==> config.mk <==
export PLATFORM = sky130hd
export DESIGN_NAME = spi_duplex_core
export DESIGN_NICKNAME = d
export VERILOG_FILES = /design/src/rtl/spi_pkg.sv /design/src/rtl/spi_sclk_gen.sv /design/src/rtl/spi_duplex_core.sv
export SDC_FILE = /design/constraint.sdc
export NUM_CORES = 1
export LEC_CHECK = 0
export CAP_MARGIN = 15
export CORE_ASPECT_RATIO = 0.75
export CORE_MARGIN = 1.5
export CORE_UTILIZATION = 30
export DETAILED_ROUTE_END_ITERATION = 7
export PLACE_DENSITY = 0.55
export SLEW_MARGIN = 15
export SYNTH_ARGS = -nofsm -noshare
export SYNTH_HDL_FRONTEND = slang
export SYNTH_SLANG_ARGS = --single-unit
==> constraint.sdc <==
create_clock -name mclk -period 2.2 [get_ports mclk]
set_input_delay 0.44 -clock mclk [delete_from_list [all_inputs] [get_ports mclk]]
set_output_delay 0.44 -clock mclk [all_outputs]
set_load 0.03 [all_outputs]
==> src/rtl/spi_pkg.sv <==
// Shared types and constants for the single-byte full-duplex SPI exchange engine.
package spi_pkg;

  typedef enum logic [2:0] {
    IDLE  = 3'd0,
    SETUP = 3'd1,
    SHIFT = 3'd2,
    HOLD  = 3'd3,
    DONE  = 3'd4
  } spi_state_e;

  localparam int SPI_BITS       = 8;
  localparam int SPI_HALF_EDGES = 16;
  localparam int SPI_HALF_W     = $clog2(SPI_HALF_EDGES);

  // Width of a down-counter that must hold div-1; never narrower than one bit.
  function automatic int div_width(input int div);
    return (div > 1) ? $clog2(div) : 1;
  endfunction

endpackage

==> src/rtl/spi_sclk_gen.sv <==
// SCLK divider: idle low, toggles every CLK_DIV cycles while enabled, with
// single-cycle strobes marking the mclk edge at which SCLK rises or falls.
module spi_sclk_gen
  import spi_pkg::*;
#(
  parameter int CLK_DIV = 2
) (
  input  logic                  mclk,
  input  logic                  reset,
  input  logic                  i_en,
  output logic                  o_sclk,
  output logic                  o_rise_stb,
  output logic                  o_fall_stb,
  output logic [SPI_HALF_W-1:0] o_half_cnt
);

  localparam int            DW       = div_width(CLK_DIV);
  localparam logic [DW-1:0] CNT_LOAD = DW'(CLK_DIV - 1);

  logic [DW-1:0]         r_div;
  logic                  r_sclk;
  logic [SPI_HALF_W-1:0] r_half;
  logic                  w_tc;

  assign w_tc       = i_en && (r_div == '0);
  assign o_rise_stb = w_tc && !r_sclk;
  assign o_fall_stb = w_tc && r_sclk;
  assign o_sclk     = r_sclk;
  assign o_half_cnt = r_half;

  always_ff @(posedge mclk or negedge reset) begin
    if (!reset) begin
      r_div  <= CNT_LOAD;
      r_sclk <= 1'b0;
      r_half <= '0;
    end else if (!i_en) begin
      r_div  <= CNT_LOAD;
      r_sclk <= 1'b0;
      r_half <= '0;
    end else if (w_tc) begin
      r_div  <= CNT_LOAD;
      r_sclk <= ~r_sclk;
      r_half <= r_half + 1'b1;
    end else begin
      r_div  <= r_div - DW'(1);
    end
  end

endmodule

==> src/rtl/spi_duplex_core.sv <==
// Back-to-back SPI master and slave (mode 0, MSB first) exchanging one byte
// per start; wire-level signals are exported for external monitors.
module spi_duplex_core
  import spi_pkg::*;
#(
  parameter int CLK_DIV = 2
) (
  input  logic                mclk,
  input  logic                reset,
  input  logic                load_master,
  input  logic                load_slave,
  input  logic                read_master,
  input  logic                read_slave,
  input  logic                start,
  input  logic [SPI_BITS-1:0] data_in_master,
  input  logic [SPI_BITS-1:0] data_in_slave,
  output logic [SPI_BITS-1:0] data_out_master,
  output logic [SPI_BITS-1:0] data_out_slave,
  output logic                busy,
  output logic                done,
  output logic                sclk,
  output logic                mosi,
  output logic                miso,
  output logic                ss_n
);

  // state | meaning
  // IDLE  | strobes honoured; a sampled start arms r_pend for one cycle
  // SETUP | ss_n low, bit 7 on both lines, CLK_DIV cycles
  // SHIFT | 16 SCLK half-periods; sample on rise, shift on fall
  // HOLD  | ss_n still low, SCLK low, CLK_DIV cycles
  // DONE  | one-cycle done pulse, strobes honoured, start ignored

  localparam int                    DW        = div_width(CLK_DIV);
  localparam logic [DW-1:0]         CNT_LOAD  = DW'(CLK_DIV - 1);
  localparam logic [SPI_HALF_W-1:0] LAST_HALF = SPI_HALF_W'(SPI_HALF_EDGES - 1);

  spi_state_e          r_state;
  logic [DW-1:0]       r_cnt;
  logic                r_pend;
  logic [SPI_BITS-1:0] r_master_sr;
  logic [SPI_BITS-1:0] r_slave_sr;
  logic                r_miso_q;
  logic                r_mosi_q;
  logic [SPI_BITS-1:0] r_dout_m;
  logic [SPI_BITS-1:0] r_dout_s;
  logic                r_busy;
  logic                r_done;
  logic                r_ss_n;

  logic                  w_sclk_en;
  logic                  w_sclk;
  logic                  w_rise;
  logic                  w_fall;
  logic [SPI_HALF_W-1:0] w_half;
  logic                  w_mosi;
  logic                  w_miso;

  assign w_sclk_en = (r_state == SHIFT);
  assign w_mosi    = r_master_sr[SPI_BITS-1];
  assign w_miso    = r_slave_sr[SPI_BITS-1];

  spi_sclk_gen #(.CLK_DIV(CLK_DIV)) u_sclk_gen (
    .mclk       (mclk),
    .reset      (reset),
    .i_en       (w_sclk_en),
    .o_sclk     (w_sclk),
    .o_rise_stb (w_rise),
    .o_fall_stb (w_fall),
    .o_half_cnt (w_half)
  );

  always_ff @(posedge mclk or negedge reset) begin
    if (!reset) begin
      r_state     <= IDLE;
      r_cnt       <= CNT_LOAD;
      r_pend      <= 1'b0;
      r_master_sr <= '0;
      r_slave_sr  <= '0;
      r_miso_q    <= 1'b0;
      r_mosi_q    <= 1'b0;
      r_dout_m    <= '0;
      r_dout_s    <= '0;
      r_busy      <= 1'b0;
      r_done      <= 1'b0;
      r_ss_n      <= 1'b1;
    end else begin
      r_done <= 1'b0;
      case (r_state)
        IDLE, DONE: begin
          if (r_pend) begin
            r_pend  <= 1'b0;
            r_state <= SETUP;
            r_cnt   <= CNT_LOAD;
            r_busy  <= 1'b1;
            r_ss_n  <= 1'b0;
          end else begin
            // reads see the pre-load register value through NBA ordering
            if (read_master) r_dout_m    <= r_master_sr;
            if (read_slave)  r_dout_s    <= r_slave_sr;
            if (load_master) r_master_sr <= data_in_master;
            if (load_slave)  r_slave_sr  <= data_in_slave;
            if (r_state == DONE)
              r_state <= IDLE;
            else if (start)
              r_pend <= 1'b1;
          end
        end
        SETUP: begin
          if (r_cnt == '0)
            r_state <= SHIFT;
          else
            r_cnt <= r_cnt - DW'(1);
        end
        SHIFT: begin
          if (w_rise) begin
            r_miso_q <= w_miso;
            r_mosi_q <= w_mosi;
          end
          if (w_fall) begin
            r_master_sr <= {r_master_sr[SPI_BITS-2:0], r_miso_q};
            r_slave_sr  <= {r_slave_sr[SPI_BITS-2:0], r_mosi_q};
            if (w_half == LAST_HALF) begin
              r_state <= HOLD;
              r_cnt   <= CNT_LOAD;
            end
          end
        end
        HOLD: begin
          if (r_cnt == '0) begin
            r_state <= DONE;
            r_done  <= 1'b1;
            r_busy  <= 1'b0;
            r_ss_n  <= 1'b1;
          end else begin
            r_cnt <= r_cnt - DW'(1);
          end
        end
        default: r_state <= IDLE;
      endcase
    end
  end

  assign data_out_master = r_dout_m;
  assign data_out_slave  = r_dout_s;
  assign busy            = r_busy;
  assign done            = r_done;
  assign sclk            = w_sclk;
  assign mosi            = w_mosi;
  assign miso            = w_miso;
  assign ss_n            = r_ss_n;

endmodule

==> impl_metrics.prom <==
# TYPE chip_impl_metric gauge
chip_impl_metric{name="clock_tree.buffer_depth",unit=""} 2
chip_impl_info{name="worstPathCellList",value="clkdlybuf4s50_1"} 1
chip_impl_info{name="dominantRegCellSynth",value="sky130_fd_sc_hd__dfrtp_1"} 1
chip_impl_metric{name="fillers",unit=""} 693
chip_impl_info{name="crit_path_start_kind",value="flip-flop"} 1
chip_impl_metric{name="drive_above_1_share",unit="%"} 35.29
chip_impl_metric{name="ctsHtreeMaxLevel",unit=""} 2
chip_impl_metric{name="tns",unit="ns"} 0
chip_impl_metric{name="floorplan.initialDensity",unit="%"} 31.70
chip_impl_metric{name="num-nets-final",unit=""} 227
chip_impl_metric{name="row_count",unit=""} 26
chip_impl_metric{name="floorplan.die.height",unit="um"} 77.45
chip_impl_info{name="synth_area_leader_cell",value="sky130_fd_sc_hd__dfrtp_1"} 1
chip_impl_metric{name="diodes",unit=""} 0
chip_impl_metric{name="maximum_clock_frequency",unit="GHz"} 0.5188
chip_impl_metric{name="floorplan.die.width",unit="um"} 102.3
chip_impl_metric{name="cts-resized-gates",unit=""} 0
chip_impl_metric{name="ant_nets",unit=""} 0
chip_impl_metric{name="grt.total_usage",unit="%"} 11.21
chip_impl_metric{name="final_design_area_no_fill",unit="um^2"} 2853
chip_impl_metric{name="gr-total-overflow",unit=""} 0
chip_impl_metric{name="number_of_distinct_library_cells_after_synthesis",unit=""} 31
chip_impl_metric{name="power_leakage",unit="nW"} 1.249
chip_impl_metric{name="drv_slew",unit=""} 0
chip_impl_metric{name="cts_post_setup_buffers_inserted",unit=""} 0
chip_impl_info{name="grt_setup_unrepaired",value="no"} 1
chip_impl_metric{name="clock_latency_late_sink",unit="ns"} 0.29
chip_impl_metric{name="worstMarginPinSlew",unit="ns"} 0.6209
chip_impl_metric{name="arrival",unit="ns"} 1.49
chip_impl_metric{name="slew-limit-headroom",unit="%"} 58.60
chip_impl_metric{name="numClockSinks",unit=""} 48
chip_impl_info{name="timing.critical_path.to_type",value="primary output"} 1
chip_impl_metric{name="pin_count",unit=""} 45
chip_impl_metric{name="max_cap_viol_count",unit=""} 0
chip_impl_info{name="ctsRootBufferMaster",value="sky130_fd_sc_hd__clkbuf_8"} 1
chip_impl_metric{name="finalHoldViolCount",unit=""} 0
chip_impl_info{name="top_count_cell_post_synth",value="sky130_fd_sc_hd__dfrtp_1"} 1
chip_impl_metric{name="largest_net_degree_at_the_start_of_global_routing",unit=""} 49
chip_impl_metric{name="routed-via-count",unit=""} 1318
chip_impl_metric{name="antenna_found_initial",unit=""} 0
chip_impl_metric{name="irDropWorstVdd",unit="uV"} 560.7
chip_impl_info{name="timing.critical_path.max_delay_family",value="buffers and inverters"} 1
chip_impl_metric{name="buffers_inverters_on_critical_path",unit=""} 1
chip_impl_info{name="area_contributors_post_synth",value="sky130_fd_sc_hd__dfrtp_1 (51%), sky130_fd_sc_hd__mux2_2 (18%), sky130_fd_sc_hd__mux2_4 (10%)"} 1
chip_impl_metric{name="synthesis.nets",unit=""} 176
chip_impl_metric{name="synth_async_sr_flop_share",unit="%"} 100.0
chip_impl_metric{name="total_cts_buffers",unit=""} 5
chip_impl_metric{name="gp_routability_congestion",unit=""} 0.6988
chip_impl_metric{name="synth-seq-area-share",unit="%"} 54.35
chip_impl_metric{name="timing.critical_path.fanout_max",unit=""} 2
chip_impl_metric{name="placement.io_buffers",unit=""} 44
chip_impl_metric{name="wl_per_cell",unit="um"} 13.92
chip_impl_metric{name="area.growth.synth_to_final",unit="%"} 28.67
chip_impl_metric{name="grt_pass1_wl",unit="mm"} 6.927
chip_impl_info{name="synth.cells.most_frequent",value="sky130_fd_sc_hd__dfrtp_1 (45), sky130_fd_sc_hd__mux2_2 (35), sky130_fd_sc_hd__mux2_4 (15)"} 1
chip_impl_info{name="worstSetupPathType",value="reg -> out"} 1
chip_impl_metric{name="synth-warning-count",unit=""} 0
chip_impl_metric{name="firstDrtPassIters",unit=""} 4
chip_impl_metric{name="final.min_clock_period",unit="ns"} 1.927
chip_impl_metric{name="period_share",unit="%"} 87.61
chip_impl_info{name="worstHoldPathType",value="in -> async"} 1
chip_impl_metric{name="die_area",unit="um^2"} 7920
chip_impl_metric{name="route.detailed.vias_per_inst",unit=""} 4.364
chip_impl_metric{name="clk_transition_reported_paths",unit="ns"} 0.09
chip_impl_metric{name="fin_worst_skew",unit="ns"} 0.008220
chip_impl_metric{name="required",unit="ns"} 1.76
chip_impl_metric{name="design.core.area",unit="um^2"} 6994
chip_impl_info{name="cts_tree",value="yes"} 1
chip_impl_metric{name="detailedRoute.firstIterationViolations",unit=""} 28
chip_impl_metric{name="cpPeakStageDelay",unit="ns"} 0.66
chip_impl_metric{name="synth_cells",unit=""} 152
chip_impl_info{name="timing.critical_path.slowest_stage_cell",value="sky130_fd_sc_hd__clkdlybuf4s50_1"} 1
chip_impl_info{name="crit_path_start",value="ss_n"} 1
chip_impl_metric{name="power_density",unit="nW/um^2"} 1513
chip_impl_metric{name="post_dp_cell_area",unit="um^2"} 2771
chip_impl_metric{name="syn-cell-area",unit="um^2"} 2217
chip_impl_metric{name="number_of_remaining_drc_errors",unit=""} 0
chip_impl_metric{name="final-setup-viol-count",unit=""} 0
chip_impl_metric{name="yosysTopAreaCellShare",unit="%"} 50.79
chip_impl_metric{name="syn_avg_cell_area",unit="um^2"} 14.59
chip_impl_metric{name="wirelength",unit="mm"} 4.205
chip_impl_info{name="r2r-start",value="r_state[2]"} 1
chip_impl_metric{name="holdBufCountCts",unit=""} 0
chip_impl_metric{name="vias_in_the_first_global_route",unit=""} 1405
chip_impl_info{name="status",value="complete, no violations"} 1
chip_impl_metric{name="post-dp-hpwl",unit="mm"} 2.834
chip_impl_metric{name="ys_seq_elements",unit=""} 48
chip_impl_metric{name="synth_edf_count",unit=""} 0
-- kinds of logic (layout without fill, tap and decap cells) --
logic type	after synthesis	in the layout	share of synthesized area, %
AOI/OAI and AO/OA	9	9	2.766
adders and majority gates	1	1	0.5642
muxes	51	51	28.39
DFF	48	48	54.35
and+or+nand+nor	29	29	9.086
xor gates and xnor gates	5	5	1.976
buffers and inverters	9	61	2.878
-- cells in the final DEF (no fill, tap or decap), types with 2 or more instances in the layout --
master,synthesis,routed
sky130_fd_sc_hd__nor3b_1,2,2
sky130_fd_sc_hd__nor4b_4,2,2
sky130_fd_sc_hd__buf_4,0,7
sky130_fd_sc_hd__o21ai_0,2,2
sky130_fd_sc_hd__clkbuf_1,3,2
sky130_fd_sc_hd__dfrtp_1,45,45
sky130_fd_sc_hd__inv_1,2,2
sky130_fd_sc_hd__nor2b_1,2,2
sky130_fd_sc_hd__xnor2_1,2,2
sky130_fd_sc_hd__a21oi_1,2,2
sky130_fd_sc_hd__clkbuf_8,0,5
sky130_fd_sc_hd__nand2_1,3,3
sky130_fd_sc_hd__nor2_1,9,9
sky130_fd_sc_hd__mux2_2,35,35
sky130_fd_sc_hd__nand3b_1,2,2
sky130_fd_sc_hd__xor2_1,3,3
sky130_fd_sc_hd__mux2_4,15,15
sky130_fd_sc_hd__dfstp_2,3,3
sky130_fd_sc_hd__and2_1,2,2
sky130_fd_sc_hd__clkdlybuf4s50_1,0,43
sky130_fd_sc_hd__o21ai_2,2,2
-- metrics by stage --
stage	hold slack (ns)	setup WS (ns)	util [%]	power, mW	std cells
after floorplan	0.1444	0.5172	-	3.186	152
after global placement	0.4786	0.2904	39.62	3.839	294
after detailed placement	0.4858	0.2358	39.62	3.871	294
after CTS	0.2622	0.2550	40.79	4.391	302
after global routing	0.2983	0.2315	40.79	4.613	302
final	0.2385	0.2726	40.79	4.316	302
-- layer usage --
layer | wire (um) | GRT usage, %
met1 | 2164 | 15.85
met5 | 0 | 0
met3 | 267 | 3.964
met2 | 1756 | 16.62
met4 | 17 | 2.055
-- path summary, 6_finish.rpt --
| kind | end | slack [ns] | cells past startpoint |
|---|---|---|---|
| max in group asynchronous | u_sclk_gen.o_half_cnt[2] | 1.53 | 2 |
| setup / recovery | ss_n | 0.27 | 1 |
| setup reg to reg | r_miso_q | 0.45 | 4 |
| hold reg to reg | r_state[1] | 0.49 | 1 |
| min in group mclk | r_state[1] | 0.49 | 1 |
| hold / removal | busy | 0.24 | 2 |
-- cell type report --
| class | count | area [um^2] | share of cell area [%] |
|---|---|---|---|
| multi-input combinational | 95 | 948.4 | 33.25 |
| clock inverter | 1 | 5.005 | 0.1754 |
| timing repair buffer | 51 | 488.0 | 17.11 |
| sequential | 48 | 1205 | 42.24 |
| clock buffer | 7 | 76.32 | 2.675 |
| tap | 98 | 122.6 | 4.298 |
| inverter | 2 | 7.507 | 0.2632 |
-- state kept, by name, summed over array words and instances (netlist names) --
signal and count:
data_out_master 8, u_sclk_gen.r_div 1, ss_n 1, u_sclk_gen.o_sclk 1, r_slave_sr 8, r_state 3, r_mosi_q 1, data_out_slave 8
busy 1, r_master_sr 8, r_cnt 1, r_pend 1, u_sclk_gen.o_half_cnt 4, done 1, r_miso_q 1
-- power by group --
group | internal [mW] | switching (mW) | total [mW] | leakage (nW)
clock | 0.224 | 0.277 | 0.500 | 0.0422
sequential | 1.31 | 0.291 | 1.60 | 0.587
combinational | 1.20 | 1.02 | 2.22 | 0.620
(Power assumes the default switching activity.)
